[src/rtl/otter_rob.sv]
// rtl/otter_rob.sv - in-order-retire reorder buffer with multi-lane dispatch/commit and precise flush
module otter_rob #(
  parameter int DEPTH = 8,
  parameter int WIDTH = 2,
  parameter int XLEN  = 32,
  localparam int TAG_W = $clog2(DEPTH)
) (
  input  logic                    CLK,
  input  logic                    RESET,
  input  logic [WIDTH-1:0]        disp_valid,
  input  logic [WIDTH*5-1:0]      disp_rd_addr,
  input  logic [WIDTH-1:0]        disp_rd_used,
  input  logic [WIDTH*XLEN-1:0]   disp_pc,
  output logic                    disp_ready,
  output logic [WIDTH*TAG_W-1:0]  disp_tag,
  input  logic                    cmp_valid,
  input  logic [TAG_W-1:0]        cmp_tag,
  input  logic [XLEN-1:0]         cmp_data,
  input  logic                    cmp_mispredict,
  input  logic [XLEN-1:0]         cmp_target,
  output logic [WIDTH-1:0]        commit_valid,
  output logic [WIDTH-1:0]        commit_we,
  output logic [WIDTH*5-1:0]      commit_rd_addr,
  output logic [WIDTH*XLEN-1:0]   commit_data,
  output logic [WIDTH*XLEN-1:0]   commit_pc,
  output logic                    flush,
  output logic [XLEN-1:0]         flush_pc,
  output logic [TAG_W:0]          count
);

  localparam logic [TAG_W:0] MAX_FILL = (TAG_W+1)'(DEPTH - WIDTH);

  logic [DEPTH-1:0] r_busy;
  logic [DEPTH-1:0] r_done;
  logic [DEPTH-1:0] r_mis;
  logic [DEPTH-1:0] r_rd_used;
  logic [4:0]       r_rd_addr [DEPTH];
  logic [XLEN-1:0]  r_pc      [DEPTH];
  logic [XLEN-1:0]  r_data    [DEPTH];
  logic [XLEN-1:0]  r_target  [DEPTH];
  logic [TAG_W-1:0] r_head;
  logic [TAG_W-1:0] r_tail;
  logic [TAG_W:0]   r_count;

  logic [TAG_W-1:0] w_lane_idx [WIDTH];
  logic [TAG_W:0]   w_retire_cnt;
  logic [TAG_W:0]   w_disp_cnt;
  logic             w_chain;
  logic             w_disp_fire;
  logic             w_cmp_fire;

  genvar g;
  generate
    for (g = 0; g < WIDTH; g++) begin : g_lane
      assign w_lane_idx[g] = r_head + TAG_W'(g);
      assign disp_tag[g*TAG_W +: TAG_W] = r_tail + TAG_W'(g);
    end
  endgenerate

  assign count       = r_count;
  // Space freed by this cycle's retirement is deliberately not reused until next cycle.
  assign disp_ready  = (r_count <= MAX_FILL);
  assign w_disp_fire = disp_ready & disp_valid[0] & ~flush;
  assign w_cmp_fire  = cmp_valid & r_busy[cmp_tag] & ~flush;

  always_comb begin
    commit_valid   = '0;
    commit_we      = '0;
    commit_rd_addr = '0;
    commit_data    = '0;
    commit_pc      = '0;
    flush          = 1'b0;
    flush_pc       = '0;
    w_retire_cnt   = '0;
    w_chain        = 1'b1;
    for (int i = 0; i < WIDTH; i++) begin
      commit_rd_addr[i*5 +: 5]  = r_rd_addr[w_lane_idx[i]];
      commit_data[i*XLEN +: XLEN] = r_data[w_lane_idx[i]];
      commit_pc[i*XLEN +: XLEN]   = r_pc[w_lane_idx[i]];
      if (w_chain && r_busy[w_lane_idx[i]] && r_done[w_lane_idx[i]]) begin
        commit_valid[i] = 1'b1;
        commit_we[i]    = r_rd_used[w_lane_idx[i]] && (r_rd_addr[w_lane_idx[i]] != 5'd0);
        w_retire_cnt    = w_retire_cnt + (TAG_W+1)'(1);
        // A mispredicted entry retires itself but blocks every younger lane.
        if (r_mis[w_lane_idx[i]]) begin
          flush    = 1'b1;
          flush_pc = r_target[w_lane_idx[i]];
          w_chain  = 1'b0;
        end
      end else begin
        w_chain = 1'b0;
      end
    end
  end

  always_comb begin
    w_disp_cnt = '0;
    for (int i = 0; i < WIDTH; i++) begin
      if (w_disp_fire && disp_valid[i]) w_disp_cnt = w_disp_cnt + (TAG_W+1)'(1);
    end
  end

  always_ff @(posedge CLK) begin
    if (RESET) begin
      r_busy  <= '0;
      r_head  <= '0;
      r_tail  <= '0;
      r_count <= '0;
    end else if (flush) begin
      r_busy  <= '0;
      r_head  <= r_head + TAG_W'(w_retire_cnt);
      r_tail  <= r_head + TAG_W'(w_retire_cnt);
      r_count <= '0;
    end else begin
      for (int i = 0; i < WIDTH; i++) begin
        if (commit_valid[i]) r_busy[w_lane_idx[i]] <= 1'b0;
      end
      if (w_cmp_fire) begin
        r_done[cmp_tag]   <= 1'b1;
        r_mis[cmp_tag]    <= cmp_mispredict;
        r_data[cmp_tag]   <= cmp_data;
        r_target[cmp_tag] <= cmp_target;
      end
      for (int i = 0; i < WIDTH; i++) begin
        if (w_disp_fire && disp_valid[i]) begin
          r_busy[r_tail + TAG_W'(i)]    <= 1'b1;
          r_done[r_tail + TAG_W'(i)]    <= 1'b0;
          r_mis[r_tail + TAG_W'(i)]     <= 1'b0;
          r_rd_used[r_tail + TAG_W'(i)] <= disp_rd_used[i];
          r_rd_addr[r_tail + TAG_W'(i)] <= disp_rd_addr[i*5 +: 5];
          r_pc[r_tail + TAG_W'(i)]      <= disp_pc[i*XLEN +: XLEN];
        end
      end
      r_head  <= r_head + TAG_W'(w_retire_cnt);
      r_tail  <= r_tail + TAG_W'(w_disp_cnt);
      r_count <= r_count + w_disp_cnt - w_retire_cnt;
    end
  end

endmodule

[config.mk]
export PLATFORM = sky130hd
export DESIGN_NAME = otter_rob
export DESIGN_NICKNAME = d
export VERILOG_FILES = /design/src/rtl/otter_rob.sv
export SDC_FILE = /design/constraint.sdc
export NUM_CORES = 1
export LEC_CHECK = 0
export BUFFER_PORTS_ARGS = -buffer_cell sky130_fd_sc_hd__clkbuf_2
export CORE_UTILIZATION = 35
export DETAILED_ROUTE_END_ITERATION = 10
export PLACE_DENSITY = 0.57
export SETUP_SLACK_MARGIN = 0.4
export SLEW_MARGIN = 25
export SYNTH_ARGS = -nofsm -noshare
export SYNTH_HDL_FRONTEND = slang
export SYNTH_SLANG_ARGS = --single-unit
[constraint.sdc]
create_clock -name CLK -period 14.6 [get_ports CLK]
set_input_delay 2.92 -clock CLK [delete_from_list [all_inputs] [get_ports CLK]]
set_output_delay 2.92 -clock CLK [all_outputs]
set_load 0.01 [all_outputs]
==> results of run 1 <==
-- cell usage after synthesis (all sizes together), types with 7 or more instances --
master | n | area (µm²)
a221o | 21 | 210
a32o | 7 | 70.1
o32ai | 7 | 80.1
nor2 | 51 | 206
dfxtp | 18 | 360
mux4 | 128 | 2880
and3 | 20 | 125
and2 | 8 | 50.1
a31oi | 35 | 219
a221oi | 11 | 96.3
o21ai | 56 | 284
mux2i | 76 | 761
nor2b | 12 | 75.1
o221ai | 11 | 96.3
a21oi | 23 | 119
nor3 | 28 | 145
a211oi | 15 | 113
a22o | 12 | 106
nand2b | 8 | 50.1
nand3 | 45 | 225
mux2 | 373 | 4650
a32oi | 10 | 87.6
o22a | 13 | 114
buf | 79 | 467
a22oi | 428 | 3240
clkbuf | 168 | 631
o22ai | 41 | 257
ha | 11 | 138
or3 | 7 | 43.8
and4 | 25 | 219
nand2 | 115 | 432
inv | 33 | 124
nand4 | 86 | 553
edfxtp | 832 | 25000
-- worst paths after layout --
| kind | to | startpoint | cells after the start |
|---|---|---|---|
| hold reg to reg | r_busy[3] | r_busy[3] | 2 |
| setup reg to reg | count[3] | r_head[1] | 18 |
| hold / removal | r_busy[3] | r_busy[3] | 2 |
| setup / recovery | flush_pc[26] | r_head[1] | 11 |
-- critical path, cell delays in order, from the launching register on --
cell and delay, ps:
dfxtp_1 900, ha_4 580, buf_4 750, buf_4 470, buf_16 290, buf_4 640
mux2_2 410, a22oi_1 150, o22a_1 170, o21ai_0 70, a32o_1 340, clkbuf_2 170
-- per-layer routing --
metal	share of wire [%]	track usage [%]	wire [µm]
met1	40	30.9	59900
met2	47	37.4	70700
met3	10	5.62	15100
met4	3.3	9.14	5050
met5	0.14	0	205
-- cells by family after synthesis --
logic type      after synthesis  share of synthesized area, %
xor+xnor                      7                         0.178
fa+ha+maj                    15                         0.507
compound gates              729                          12.7
flops                       850                          59.0
mux                         577                          19.3
simple gates                429                          5.37
buf+inv                     280                          2.84
-- state kept, by name, summed over array words and instances (netlist names) --
register	cells
r_done	8
count	4
r_target	256
r_mis	8
r_rd_addr	40
r_pc	256
r_tail	3
r_head	3
r_data	256
r_busy	8
r_rd_used	8
-- through the flow --
stage / std cells / utilization (%) / total power, W / hold WS [ps]
floorplan: 2887 / - / 0.00428 / 481
global placement: 4682 / 38.1 / 0.00514 / 511
detailed placement: 4682 / 38.1 / 0.00515 / 517
CTS: 4853 / 40.6 / 0.00749 / 534
global route: 4862 / 40.7 / 0.00772 / 565
finish: 4864 / 40.7 / 0.00747 / 546
-- power by group through the flow --
stage | registers (W) | clock network (W) | logic (W)
floorplan | 0.00292 | 0 | 0.00136
global placement | 0.00296 | 0 | 0.00218
detailed placement | 0.00296 | 0 | 0.00219
CTS | 0.00291 | 0.00238 | 0.00220
global route | 0.00292 | 0.00246 | 0.00234
finish | 0.00291 | 0.00234 | 0.00222
-- layout make-up --
cell class	count	area (µm²)
Inverter	33	124
Antenna cell	9	22.5
Sequential cell	850	25300
Timing Repair Buffer	419	2370
Clock buffer	115	2540
Fill cell	11300	72200
Tap cell	1625	2030
Multi-Input combinational cell	1757	16600
Clock inverter	56	468
==> key figures, run 1 <==
Logic synthesis
  • Seq/Total Area, Yosys: 59.0%
  • Syn Nets: 3,051
  • Synth Warn #: 0
  • Syn Inst Count: 2,887
  • Asr flop ratio synth: 0%
  • Synthesized flop and latch total: 850
  • Mapped cell area: 42,900 µm²
  • Synth cell types: 83
  • Syn Area/Cell: 14.9 µm²
  • Number of synthesized flops with an enable pin: 832
  • Main synth FF type: edfxtp_1

Placed design
  • Routability cong.: 0.875
  • DP HPWL: 84,200 µm
  • Place WS: 6430 ps
  • Post-DP Area: 46,400 µm²
  • I/O Buffers: 334

Die
  • Die area: 124,000 µm²
  • # rows: 128
  • I/O Pins: 335
  • Die Y-Extent: 352 µm
  • Die width: 352 µm
  • Initial core utilization: 35.3%
  • Core Area: 122,000 µm²

Power and ir drop
  • Pint: 0.00500 W
  • Switch Pwr: 0.00247 W
  • Worst vdd ir: 114 µV
  • Net Sw Frac: 33.1%
  • Register share of total power: 39.0%
  • Power share of the clock group: 31.4%
  • Combinational share of power: 29.7%
  • Pwr/cell area: 151 nW/µm²
  • Lkg Pwr: 16.2 nW

Clock tree
  • CTS tree: built
  • Clk root buf: clkbuf_16
  • Clk_lat worst skew: 700 ps
  • CTS Buf Count: 98
  • Max clock buf depth: 3
  • Register clock-pin slew on the reported worst setup and hold paths: 60 ps
  • H-tree Lvls: 3
  • Clock Sinks: 850
  • Post-CTS Resized: 0
  • Post-CTS Setup Inserts: 0
  • CTS Hold Bufs: 0

Routing
  • Via density: 6.21
  • DR pass1 iterations: 6
  • WL final: 151,000 µm
  • Initial drt markers: 3,777
  • # DRC: 0
  • Antenna Violating Nets Remaining: 0
  • WL/cell: 31.0 µm
  • Routed vias: 30,200

Setup path
  • Crit end category: output port
  • Critical Path Start Type: register
  • Critical Path RT: 11,680 ps
  • Crit path arrival time: 5750 ps
  • Setup slack, reg-to-reg: 8350 ps
  • Crit path kind: reg2out
  • Crit path max fanout: 48

Timing
  • Final Hold Viols: 0
  • Post-Route Setup TNS: 0 ps
  • Slew HR: 23.6%
  • Worst slew pin tran: 1150 ps
  • Crit path time final: 8670 ps
  • Fmax: 115 MHz
  • RSZ-0062 raised after global routing: no
  • Final cycle utilization of the critical path: 59.4%
  • Setup WS post-layout: 5930 ps
  • Final setup violation count: 0
  • Pins Over Slew Limit: 0
  • Final Skew: 48.7 ps

Global route
  • Vias in the first global route: 29,900
  • Antenna violations before repair: 33
  • First-pass GRT wire length: 214,000 µm
  • Pin count of the biggest net entering global routing: 131
  • Global route overflow: 0
  • Gr usage total: 23.5%

Flow run
  • Max cap viols: 0

Finish
  • # nets final: 3,323
  • Area Growth Syn to Fin: 15.3%
  • Commonest cells after routing, fill and taps aside: edfxtp_1, a22oi_1, clkbuf_2
  • Ratio of cells with drive above 1 in the final layout: 31.4%
  • Design Area, Final: 49,500 µm²
  • Commonest non-fill, non-tap cell in the layout: edfxtp_1

Min path
  • Worst hold path class: reg2reg

Status
  • Status: finished clean
Note: power is estimated with default switching activity, not from simulation.
==> inputs of run 2 (changes only) <==
- clock period: 14.6 -> 8 ns (I/O delays scaled with it)
==> run 2 against run 1 <==
  * Sequential cell count did not move
  * Register-to-register slack worse by 6200 ps
  * Worst setup slack worse by 4700 ps
  * Clock skew fell by 14 ps
  * First-iteration DRC count shrank 2.4%
  * Critical endpoint is now flush_pc[23]
  * Largest power group unchanged
==> key figures, run 2 (synthesis results as in run 1) <==
Global route
  • First-pass GRT wire length: 214,000 µm (unchanged)
  • Gr usage total: 23.5% (-0.048 points)
  • Vias in the first global route: 29,700 (-0.75%)
  • Pin count of the biggest net entering global routing: 131 (unchanged)
  • Antenna violations before repair: 40 (+21%)
  • Global route overflow: 0 (unchanged)

Clock tree
  • Register clock-pin slew on the reported worst setup and hold paths: 60 ps (about the same)
  • Clock Sinks: 850 (unchanged)
  • H-tree Lvls: 3 (unchanged)
  • Clk root buf: clkbuf_16
  • Post-CTS Setup Inserts: 0 (unchanged)
  • CTS tree: built
  • CTS Hold Bufs: 0 (unchanged)
  • Clk_lat worst skew: 710 ps (about the same)
  • Post-CTS Resized: 0 (unchanged)
  • Max clock buf depth: 3 (unchanged)
  • CTS Buf Count: 98 (unchanged)

Setup path
  • Crit path arrival time: 5200 ps (-550 ps)
  • Crit-path cells: ha_4, mux4_2, nand2b_1, and2_1, nand2_1, or3_1, o22ai_1, clkbuf_2
  • Crit path kind: reg2out
  • Buffers & Inverters on Critical Path: 1 (-4)
  • Crit end category: output port
  • CP delay by family, top: simple AND/OR/NAND/NOR gates
  • Crit path max fanout: 43 (-10%)
  • Slowest CP cell: dfxtp_1
  • Critical Path Start Type: register
  • Critical Path RT: 6400 ps (-5280 ps)
  • Crit path largest cell delay: 910 ps (about the same)

Finish
  • Finished Layout Cells: 4,869 (+0.10%)
  • Area Growth Syn to Fin: 16.0%
  • # nets final: 3,316 (-0.21%)
  • Commonest non-fill, non-tap cell in the layout: edfxtp_1
  • Layout fillers: 11,200 (-1.1%)
  • Largest registers: r_data x256, r_pc x256, r_target x256
  • Ratio of cells with drive above 1 in the final layout: 31.2% (-0.21 points)
  • Commonest cells after routing, fill and taps aside: edfxtp_1, a22oi_1, clkbuf_2

Timing
  • Worst slew pin tran: 1130 ps (-20.2 ps)
  • RSZ-0062 raised after global routing: no
  • Crit path time final: 6800 ps
  • Final Skew: 34.9 ps (-13.8 ps)
  • Slew HR: 24.7% (+1.1 points)
  • Pins Over Slew Limit: 0 (unchanged)
  • Fmax: 147 MHz
  • Setup WS post-layout: 1200 ps (-4740 ps)
  • Final Hold Viols: 0 (unchanged)
  • Final cycle utilization of the critical path: 85.0%
  • Post-Route Setup TNS: 0 ps (unchanged)
  • Final setup violation count: 0 (unchanged)

Die
  • Die area: 124,000 µm² (unchanged)
  • # rows: 128 (unchanged)
  • Core Area: 122,000 µm² (unchanged)
  • Die Y-Extent: 352 µm (unchanged)
  • I/O Pins: 335 (unchanged)
  • Die width: 352 µm (unchanged)
  • Initial core utilization: 35.3% (unchanged)

Routing
  • Via density: 6.21 (about the same)
  • # DRC: 0 (unchanged)
  • WL final: 150,000 µm (-0.46%)
  • Routed vias: 30,200 (+0.083%)
  • WL/cell: 30.9 µm (-0.56%)
  • Initial drt markers: 3,688 (-2.4%)
  • DR pass1 iterations: 8 (+2)
  • Antenna Violating Nets Remaining: 0 (unchanged)

Power and ir drop
  • Worst vdd ir: 242 µV (+110%)
  • Lkg Pwr: 16.3 nW (+0.37%)
  • Pwr/cell area: 278 nW/µm² (+84%)

Placed design
  • Placed Cells: 4,675 (-0.15%)
  • I/O Buffers: 334 (unchanged)
  • DP HPWL: 84,700 µm (+0.66%)
  • Place WS: 1980 ps (-4450 ps)
  • Routability cong.: 0.909 (+3.9%)

Status
  • Status: finished clean

Min path
  • Worst hold path class: reg2reg

Flow run
  • Max cap viols: 0 (unchanged)
run 2: changes by cell type in the layout (fill, tap and decap cells not counted), sizes merged:
cell / delta
buf: -7
bufinv: +4
clkbuf: -2
clkinv: +7
clkinvlp: -2
diode: +6
inv: -1
run 2: path summary, 6_finish.rpt:
kind             start      endpoint  slack, ps  cells past startpoint
max          r_head[1]  flush_pc[23]       1200                      8
min          r_busy[3]     r_busy[3]        560                      2
max reg2reg  r_head[1]      count[3]       2180                     17
min reg2reg  r_busy[3]     r_busy[3]        560                      2
run 2: power breakdown:
part / leakage (nW) / switching [W] / internal (W)
combinational: 7.09 / 0.00252 / 0.00155
clock: 1.54 / 0.00190 / 0.00255
sequential: 7.66 / 0.000158 / 0.00515
run 2: layer usage:
layer  wire length, µm  track usage [%]
met1             60700             31.1
met2             69700             36.9
met3             15100             6.06
met4              4580             8.78
met5               238                0
run 2: final cells by class:
class / instances / area [µm²] / area share, %
timing repair buffer: 412 / 2420 / 4.87
multi-input combinational: 1757 / 16600 / 33.4
antenna: 15 / 37.5 / 0.0754
inverter: 33 / 124 / 0.249
sequential: 850 / 25300 / 50.9
clock buffer: 113 / 2510 / 5.04
tap: 1625 / 2030 / 4.08
clock inverter: 64 / 668 / 1.34
run 2: metrics by stage:
step                utilization (%)  total power, W  hold WS (ps)  instance area (µm²)
floorplan                         -         0.00781           481                43000
global placement               38.2         0.00941           535                46500
detailed placement             38.2         0.00943           538                46500
CTS                            40.8          0.0139           546                49700
global route                   40.9          0.0143           559                49800
finish                         40.9          0.0138           562                49800
run 2: worst register-to-register path, stage by stage, from the launching register on:
cell,delay (ps)
dfxtp_1,910
ha_4,530
inv_2,440
nor3_1,140
o32ai_4,550
nand4_4,470
a21oi_2,550
inv_2,290
and2_1,250
ha_1,200
inv_1,80
fa_1,410
inv_1,100
ha_1,230
a21o_1,160
a21oi_1,160
xor2_1,150
nor3_1,50
